**config.mk**
```make
export PLATFORM = sky130hd
export DESIGN_NAME = add_share_sched
export DESIGN_NICKNAME = d
export VERILOG_FILES = /design/src/rtl/add_share_sched.sv
export SDC_FILE = /design/constraint.sdc
export NUM_CORES = 1
export LEC_CHECK = 0
export ABC_AREA = 1
export CAP_MARGIN = 20
export CORE_MARGIN = 4
export CORE_UTILIZATION = 25
export CTS_CLUSTER_SIZE = 40
export DETAILED_ROUTE_END_ITERATION = 12
export PLACE_DENSITY = 0.51
export SLEW_MARGIN = 5
export SYNTH_ARGS = -nofsm -noshare
export SYNTH_HDL_FRONTEND = slang
export SYNTH_SLANG_ARGS = --single-unit
```
**constraint.sdc**
```tcl
create_clock -name Clk -period 2.26 [get_ports Clk]
set_input_delay 0.339 -clock Clk [delete_from_list [all_inputs] [get_ports Clk]]
set_output_delay 0.339 -clock Clk [all_outputs]
set_load 0.05 [all_outputs]
```
**src/rtl/add_share_sched.sv**
```systemverilog
// Shared signed adder for four requesters: round-robin arbitration, one operation in flight,
// result held until the consumer acknowledges it.
module add_share_sched #(
  parameter int unsigned DATAWIDTH = 8
) (
  input  logic                   Clk,
  input  logic                   Rst,
  input  logic [3:0]             req,
  input  logic [4*DATAWIDTH-1:0] a_bus,
  input  logic [4*DATAWIDTH-1:0] b_bus,
  input  logic                   ack,
  output logic [3:0]             gnt,
  output logic [DATAWIDTH-1:0]   sum,
  output logic                   ovf,
  output logic [1:0]             id,
  output logic                   valid
);

  localparam int unsigned Msb = DATAWIDTH - 1;

  typedef enum logic [1:0] {StIdle, StAdd, StDone} state_e;

  state_e               state_q;
  logic [3:0]           gnt_q;
  logic [DATAWIDTH-1:0] sum_q;
  logic                 ovf_q;
  logic [1:0]           id_q;
  logic                 valid_q;
  logic [1:0]           last_q;
  logic [DATAWIDTH-1:0] op_a_q;
  logic [DATAWIDTH-1:0] op_b_q;

  // Round-robin search starting one past the last winner, wrapping modulo 4.
  logic [1:0] win_idx;
  logic       win_found;
  logic [1:0] cand;

  always_comb begin
    win_idx   = '0;
    win_found = 1'b0;
    cand      = '0;
    for (int k = 1; k <= 4; k++) begin
      cand = last_q + 2'(k);
      if (!win_found && req[cand]) begin
        win_found = 1'b1;
        win_idx   = cand;
      end
    end
  end

  logic [DATAWIDTH-1:0] win_a;
  logic [DATAWIDTH-1:0] win_b;

  assign win_a = a_bus[int'(win_idx)*DATAWIDTH +: DATAWIDTH];
  assign win_b = b_bus[int'(win_idx)*DATAWIDTH +: DATAWIDTH];

  logic [DATAWIDTH-1:0] add_res;
  logic                 add_ovf;

  assign add_res = op_a_q + op_b_q;
  // Overflow: operands agree in sign but the wrapped result does not.
  assign add_ovf = (op_a_q[Msb] == op_b_q[Msb]) && (add_res[Msb] != op_a_q[Msb]);

  always_ff @(posedge Clk or negedge Rst) begin
    if (!Rst) begin
      state_q <= StIdle;
      gnt_q   <= '0;
      sum_q   <= '0;
      ovf_q   <= 1'b0;
      id_q    <= '0;
      valid_q <= 1'b0;
      last_q  <= 2'd3;
      op_a_q  <= '0;
      op_b_q  <= '0;
    end else begin
      case (state_q)
        StIdle: begin
          gnt_q <= '0;
          if (win_found) begin
            op_a_q  <= win_a;
            op_b_q  <= win_b;
            gnt_q   <= 4'b0001 << win_idx;
            last_q  <= win_idx;
            state_q <= StAdd;
          end
        end
        StAdd: begin
          gnt_q   <= '0;
          sum_q   <= add_res;
          ovf_q   <= add_ovf;
          id_q    <= last_q;
          valid_q <= 1'b1;
          state_q <= StDone;
        end
        StDone: begin
          if (ack) begin
            valid_q <= 1'b0;
            state_q <= StIdle;
          end
        end
        default: begin
          gnt_q   <= '0;
          valid_q <= 1'b0;
          state_q <= StIdle;
        end
      endcase
    end
  end

  assign gnt   = gnt_q;
  assign sum   = sum_q;
  assign ovf   = ovf_q;
  assign id    = id_q;
  assign valid = valid_q;

endmodule

```
Word level (Yosys, flattened, before mapping)
Index checks and enable logic that the tools add are counted.

Flip-flop bits (word level): 36. Bits in latches: 0. RAM bits: 0. Bits in read-only memories: 0. Word-level logic and storage cells: 61. Memories kept: 0.

Add/subtract/negate cells: 4. Multiply operators: 0. Divide/modulo/power cells: 0. $lt $le $gt $ge: 4. Eq/ne operators: 6. Shift-type cells: 3. Multiplexer cells: 23. Bitwise operators: 1. Reduce and logical (&&, ||, !) cells: 11.

Operators with widths (count): 32-bit by 6-bit indexed part select with 8-bit output (2); 2-bit by 3-bit < comparator with 1-bit output, second input constant (4); 2-bit 2-to-1 mux (6); 1-bit 2-to-1 mux (9); 8-bit adder (1); 1-bit binary-select mux with 2-bit select (4); 4-bit case mux with 2 select lines (1); 2-bit case mux with 3 select lines (1); 2-bit AND reduction (3); 2-bit adder, second input constant (2); 1-bit logical AND (4); 4-bit 2-to-1 mux (1); 2-bit inequality test, second input constant (2); 1-bit by 2-bit left shift with 4-bit output, first input constant (1); 1-bit logical NOT (3); 1-bit case mux with 3 select lines (1); 2-bit by 1-bit adder with 2-bit output, second input constant (1); 2-bit by 1-bit == test with 1-bit output, second input constant (1); 2-bit == test, second input constant (1); 2-bit logical NOT (1); 1-bit == test (1); 1-bit inequality test (1); 1-bit inverter (1).

Depth between registers and ports, before layout
Gate-level depths: netlist (run 1).

Depth in word-level cells: 16. Mapped depth: 15. Mapped depth without buffers: 14.

Least setup slack after synthesis (run 1)
No wires, ideal clock.

Path type: reg-to-reg. From: register op_a_q[0]. To: register sum_q[6] (netlist: sum[6]). Setup time: 0.066 ns. Arrival time: 1.736 ns. Slack: 0.458 ns. Stages on the path, launching flop included: 12. Buffers on the path: 0. Cell sequence: dfrtp_1 ha_1 fa_1 nand2_1 nand2_1 a21oi_1 or2_2 nand2_1 a21oi_1 or2_2 nand3_1 nand2_1.

Longest elaborated chain between the ends: 1.

RTL lines: start, declared (line 30) `logic [DATAWIDTH-1:0] op_a_q;`; start signal, assigned (line 80) `op_a_q <= win_a;`; 8-bit adder (line 60) `assign add_res = op_a_q + op_b_q;`; end signal, assigned (line 89) `sum_q <= add_res;`; end, declared (line 25) `logic [DATAWIDTH-1:0] sum_q;`.

No other way between the ends. A chain may end at the register's enable or synchronous reset.

Final worst setup path (run 1)
From: register last_q[1]. To: register op_a_q[4].

Longest elaborated chain between the ends: 14.

RTL lines: start, declared (line 29) `logic [1:0] last_q;`; start signal, assigned (line 83) `last_q <= win_idx;`; 2-bit by 1-bit adder with 2-bit output (line 43) `cand = last_q + 2'(k);`; 1-bit binary-select mux with 2-bit select (line 44) `if (!win_found && req[cand]) begin`; 1-bit 2-to-1 mux (implied by the code) (line 44); 1-bit 2-to-1 mux (line 44); 1-bit logical NOT (line 44); 1-bit logical AND (line 44); 1-bit 2-to-1 mux (line 44); 1-bit logical NOT (line 44); 1-bit logical AND (line 44); 1-bit 2-to-1 mux (line 44); 1-bit logical NOT (line 44); 1-bit logical AND (line 44); 2-bit 2-to-1 mux / 1-bit 2-to-1 mux (equally long branches) (line 44); 32-bit by 6-bit indexed part select with 8-bit output / 2-bit AND reduction (equally long branches).

Several ways; a longest one is shown, not always the timed one. The select of a mux whose other input is x is not followed.

==> impl_metrics.ini, run 1 <==
[status]
outcome = complete, no violations

[sta]
tightest_slew_ns = 0.819
drv_slew = 0
setup_viol = 0
fin_ws_ns = 0.214
max_freq_ghz = 0.489
relSlewSlack = 0.454
hold_viol_final = 0
fin_skew_ns = 0.00520
timing.final.crit_share = 0.905
rsz0062_at_grt = no
final.setup.tns_ns = 0
post-route-min-period_ns = 2.05

[yosys]
yosysWarnings = 0
synth-edff-count = 0
synth_top_area_share = 0.327
ys_seq_elements = 36
syn-num-nets = 444
synth_area_leaders = dfrtp_1 33%, nand2_1 18%, nand3_1 14%
async_reset_ff_frac = 1.00
avgSynthCellArea_um2 = 7.13
netlist_area_um2 = 2600
synth_flop_cell = dfrtp_1
synth_commonest_cells = 126 x nand2_1, 71 x nand3_1, 34 x dfrtp_1
post-synth-top-count-cell = nand2_1
netlist_instances = 365
ys_types = 36
ys_seq_area_frac = 0.347
yosysTopAreaCell = dfrtp_1

[place]
gp_congestion = 0.803
placed_cells = 578
dpl_worst_slack_ns = 0.0806
placement.io_buffers = 86
hpwl_um = 5810

[clock_tree]
cts_max_path_buffers = 2
cts_max_level = 2
root_buffer = clkbuf_8
numClockSinks = 36
cts.reportedPaths.clkPinSlew_ns = 0.07
clkLatencyLatePin_ns = 0.29
holdBufCountCts = 0
tritoncts = yes
cts_made_buffers = 5

[drt]
wl_per_cell_um = 12.5
wl_um = 7370
drcViolationCount = 0
ant_nets = 0
via_count = 2605
drtIter0Drc = 91
firstDrtPassIters = 5
routed_via_density = 4.42

[pwr]
ir_worst_vdd_v = 0.000530
p_leak_nw = 1.81
power_density_nw_per_um2 = 1640

[setup_path]
cp-end-kind = flop
arrival_ns = 2.22
startpoint_type = flop
r2r_cells = 14
cp_max_fo = 21
path_class = reg -> reg
worst_ep_required_time_ns = 2.43

[floorplan]
die_area_um2 = 12100
die_h_um = 110
die_w_um = 110
num_io_pins = 87
core_area_um2 = 9950
std_cell_rows = 36
initial_core_util = 0.261

[cells_and_area]
fin_cells = 590
multi_input_area_um2 = 1460
fillers = 1048
n_antenna_cell = 0
drive_gt1_frac = 0.112
area_delta_synth_final_pct = 44.9
regArea_um2 = 903
fin_nets = 535

[flow_run]
drv_cap = 0

[global_route]
grt_max_degree = 37
antenna_found_initial = 0
grtUsageTotal = 0.125
grt_pass1_wl_um = 12000
grt_pass1_vias = 2504
grt_overflow = 0

[min_path]
hold_path_class = in -> async
==> sequential cells by signal, summed over array words and instances (netlist names) <==
name and flops:
gnt 4, id 2, last_q 2, op_a_q 8, op_b_q 8, ovf 1
state_q 2, sum 8, valid 1
==> layer usage <==
layer  GRT usage  vias up  routed length [um]
met3      0.0239        6                 437
met1       0.186     1165                3670
li1            -     1361                   -
met5           0        -                   0
met2       0.183       73                3170
met4      0.0347        0                  95
==> power breakdown <==
part / internal, mW / leakage [nW] / switching [mW]
Sequential: 0.977 / 0.447 / 0.210
Clock: 0.243 / 0.0510 / 0.229
Combinational: 1.71 / 1.32 / 2.79
==> critical path, stage by stage, from the launching register on <==
cell,delay [ns]
dfstp_2,0.56
clkinvlp_4,0.14
nand2_1,0.10
nand2_1,0.09
nand2_2,0.10
nand2_4,0.08
nor2_8,0.11
nand3_4,0.10
nand2_4,0.11
nand2_4,0.08
buf_12,0.16
nand2_1,0.06
nand2_1,0.06
nand3_1,0.10
nand3_1,0.07
==> path summary, 6_finish.rpt <==
check / startpoint / endpoint / slack (ns)
worst min register to register: sum[1]$_DFFE_PN0P_ / sum[1]$_DFFE_PN0P_ / 0.47
max in group asynchronous: Rst / op_a_q[7]$_DFFE_PN0P_ / 1.60
worst max-delay path: last_q[1]$_DFFE_PN1P_ / op_a_q[4]$_DFFE_PN0P_ / 0.21
min in group Clk: sum[1]$_DFFE_PN0P_ / sum[1]$_DFFE_PN0P_ / 0.47
worst max register to register: last_q[1]$_DFFE_PN1P_ / op_a_q[4]$_DFFE_PN0P_ / 0.21
worst min-delay path: Rst / id[0]$_DFFE_PN0P_ / 0.14
==> stage by stage <==
step	util	hold WS [ns]	power [mW]	cell area, um2
floorplan	-	0.0434	4.47	2600
global placement	0.365	0.458	5.61	3640
detailed placement	0.365	0.459	5.66	3640
CTS	0.375	0.167	6.17	3730
global route	0.379	0.215	6.81	3770
finish	0.379	0.143	6.17	3770
==> layout by cell type, fill, tap and decap left out, types with 3 or more instances in the layout <==
master	instances
a21oi_1	6
buf_12	4
buf_4	9
clkbuf_8	6
clkdlybuf4s50_1	85
dfrtp_1	34
ha_1	7
inv_1	29
inv_2	3
nand2_1	126
nand2_2	6
nand2_4	5
nand3_1	70
nand3b_1	16
nor2_1	11
o21ai_0	7
o21ai_1	3
or2_2	3
==> layout make-up <==
cell class,instances,share of cell area
Tap cell,133,0.0442
Multi-Input combinational cell,278,0.387
Sequential cell,36,0.240
Clock buffer,6,0.0219
Clock inverter,2,0.00266
Timing Repair Buffer,99,0.266
Inverter,36,0.0382
==> logic make-up (layout without fill, tap and decap cells) <==
group,Yosys count,after routing,synth area share
adder cells (fa/ha/maj),8,8,0.0414
buffers and inverters,51,143,0.0938
AND/OR/NAND/NOR,247,247,0.464
XOR/XNOR,2,2,0.00674
AO/OA/AOI/OAI,21,21,0.0471
flip-flops,36,36,0.347
==> what timing repair did <==
item | CTS | global route
setup buffers | 0 | 4
setup endpoints to repair | 0 | 1
resized for setup | 0 | 2
Power figures use the tool's default switching activity.
==> run 2: changes to the inputs <==
Settings changed: SLEW_MARGIN 5 to 40.
==> run 2 against run 1 <==
Maximum frequency barely moved. Combinational power about the same. Non-clock buffer count unchanged. Critical path type unchanged.
==> impl_metrics.ini, run 2 (synthesized netlist as in run 1, its figures left out) <==
[setup_path]
startpoint_type = flop
arrival_ns = 2.22
cp_max_fo = 21
cp-end-kind = flop
worst_ep_required_time_ns = 2.43
path_class = reg -> reg

[drt]
firstDrtPassIters = 4
wl_met1_um = 3670
drtIter0Drc = 97
via_count = 2614
wl_per_cell_um = 12.5
wl_met3_um = 417
ant_nets = 0
routed_via_density = 4.43
wl_met2_um = 3200
top_layer = met4
drcViolationCount = 0
wl_um = 7390

[pwr]
p_sw_frac = 0.524
p_seq_frac = 0.192
clkPwrFrac = 0.077
p_leak_nw = 1.81
combPwrFrac = 0.731
ir_worst_vdd_v = 0.000530
p_sw_mw = 3.24
power.internal_mw = 2.94
power_density_nw_per_um2 = 1640

[sta]
fin_skew_ns = 0.00524
setup_viol = 0
final.setup.tns_ns = 0
rsz0062_at_grt = no
drv_slew = 0
max_freq_ghz = 0.489
timing.final.crit_share = 0.905
hold_viol_final = 0
holdWs_ns = 0.00415
post-route-min-period_ns = 2.05
tightest_slew_ns = 0.502
relSlewSlack = 0.664

[global_route]
grt_max_degree = 37
grtUsageTotal = 0.125
grt_pass1_wl_um = 12000
grt_pass1_vias = 2504
grt_overflow = 0
antenna_found_initial = 0

[clock_tree]
clkLatencyLatePin_ns = 0.29
cts_max_level = 2
numClockSinks = 36
root_buffer = clkbuf_8
cts_max_path_buffers = 2
holdBufCountCts = 0
cts.reportedPaths.clkPinSlew_ns = 0.07
cts_made_buffers = 5
tritoncts = yes

[cells_and_area]
drive_gt1_frac = 0.112
area_delta_synth_final_pct = 45.0
fin_util = 0.379
n_antenna_cell = 0
fin_nets = 535
final_cell_mix = 126 x nand2_1, 85 x clkdlybuf4s50_1, 70 x nand3_1, 34 x dfrtp_1, 29 x inv_1
final_common_cell = nand2_1

[place]
gp_congestion = 0.803
hpwl_um = 5810
placement.io_buffers = 86

[floorplan]
std_cell_rows = 36
num_io_pins = 87
die_h_um = 110
die_area_um2 = 12100
die_w_um = 110
core_area_um2 = 9950
initial_core_util = 0.261

[min_path]
hold_path_class = in -> async

[status]
outcome = complete, no violations

[flow_run]
drv_cap = 0
## run 2: what timing repair did
action	4_1_cts	5_1_grt
setup endpoints to repair	0	1
buffers inserted	0	4
resized for setup	0	2
## run 2: stage by stage
step | setup slack [ns] | power [mW] | cell area, um2 | std cells
global route | 0.0294 | 6.81 | 3770 | 590
finish | 0.214 | 6.17 | 3770 | 590
floorplan | 0.458 | 4.47 | 2600 | 365
global placement | 0.0990 | 5.61 | 3640 | 578
CTS | 0.168 | 6.17 | 3730 | 586
detailed placement | 0.0806 | 5.66 | 3640 | 578
## run 2: per-layer routing
layer,GRT usage,vias to the layer above
met4,0.0347,0
met5,0,-
met3,0.0239,6
li1,-,1361
met1,0.186,1180
met2,0.183,67
## run 2: final cells by class
type	count	area, um2
flip-flops and latches	36	903
clock inverters	2	10.0
repair buffers	99	1010
inverters	36	144
multi-input cells	278	1460
clock buffers	6	82.6
well taps	133	166
fillers	1049	6180
## run 2: final timing paths
kind,from,endpoint,slack (ns),cells after the start
hold reg to reg,sum[1]$_DFFE_PN0P_,sum[1]$_DFFE_PN0P_,0.47,2
setup reg to reg,last_q[1]$_DFFE_PN1P_,op_a_q[4]$_DFFE_PN0P_,0.21,14
hold / removal,Rst,id[0]$_DFFE_PN0P_,0.004,1
setup / recovery,last_q[1]$_DFFE_PN1P_,op_a_q[4]$_DFFE_PN0P_,0.21,14
max in group asynchronous,Rst,last_q[0]$_DFFE_PN1P_,1.90,1
min in group Clk,sum[1]$_DFFE_PN0P_,sum[1]$_DFFE_PN0P_,0.47,2
## run 2: worst max-delay path: stages (launching register included)
cell,delay [ns]
dfstp_2,0.56
clkinvlp_4,0.14
nand2_1,0.10
nand2_1,0.09
nand2_2,0.10
nand2_4,0.08
nor2_8,0.11
nand3_4,0.10
nand2_4,0.11
nand2_4,0.08
buf_12,0.16
nand2_1,0.06
nand2_1,0.06
nand3_1,0.10
nand3_1,0.07
## run 2: power groups by stage
stage	sequential (mW)	combinational [mW]	clock (mW)
after global placement	1.20	4.40	0
final	1.19	4.51	0.473
after global routing	1.23	5.07	0.517
after CTS	1.20	4.47	0.495
after detailed placement	1.21	4.44	0
after floorplan	1.55	2.92	0
==> run 3: changes to the inputs <==
Settings changed: CAP_MARGIN 20 to 25, CTS_CLUSTER_SIZE 40 to 30, TNS_END_PERCENT from default to 50.
==> results of run 3 <==
The final DEF is identical to that of run 2; final timing and power are the same.
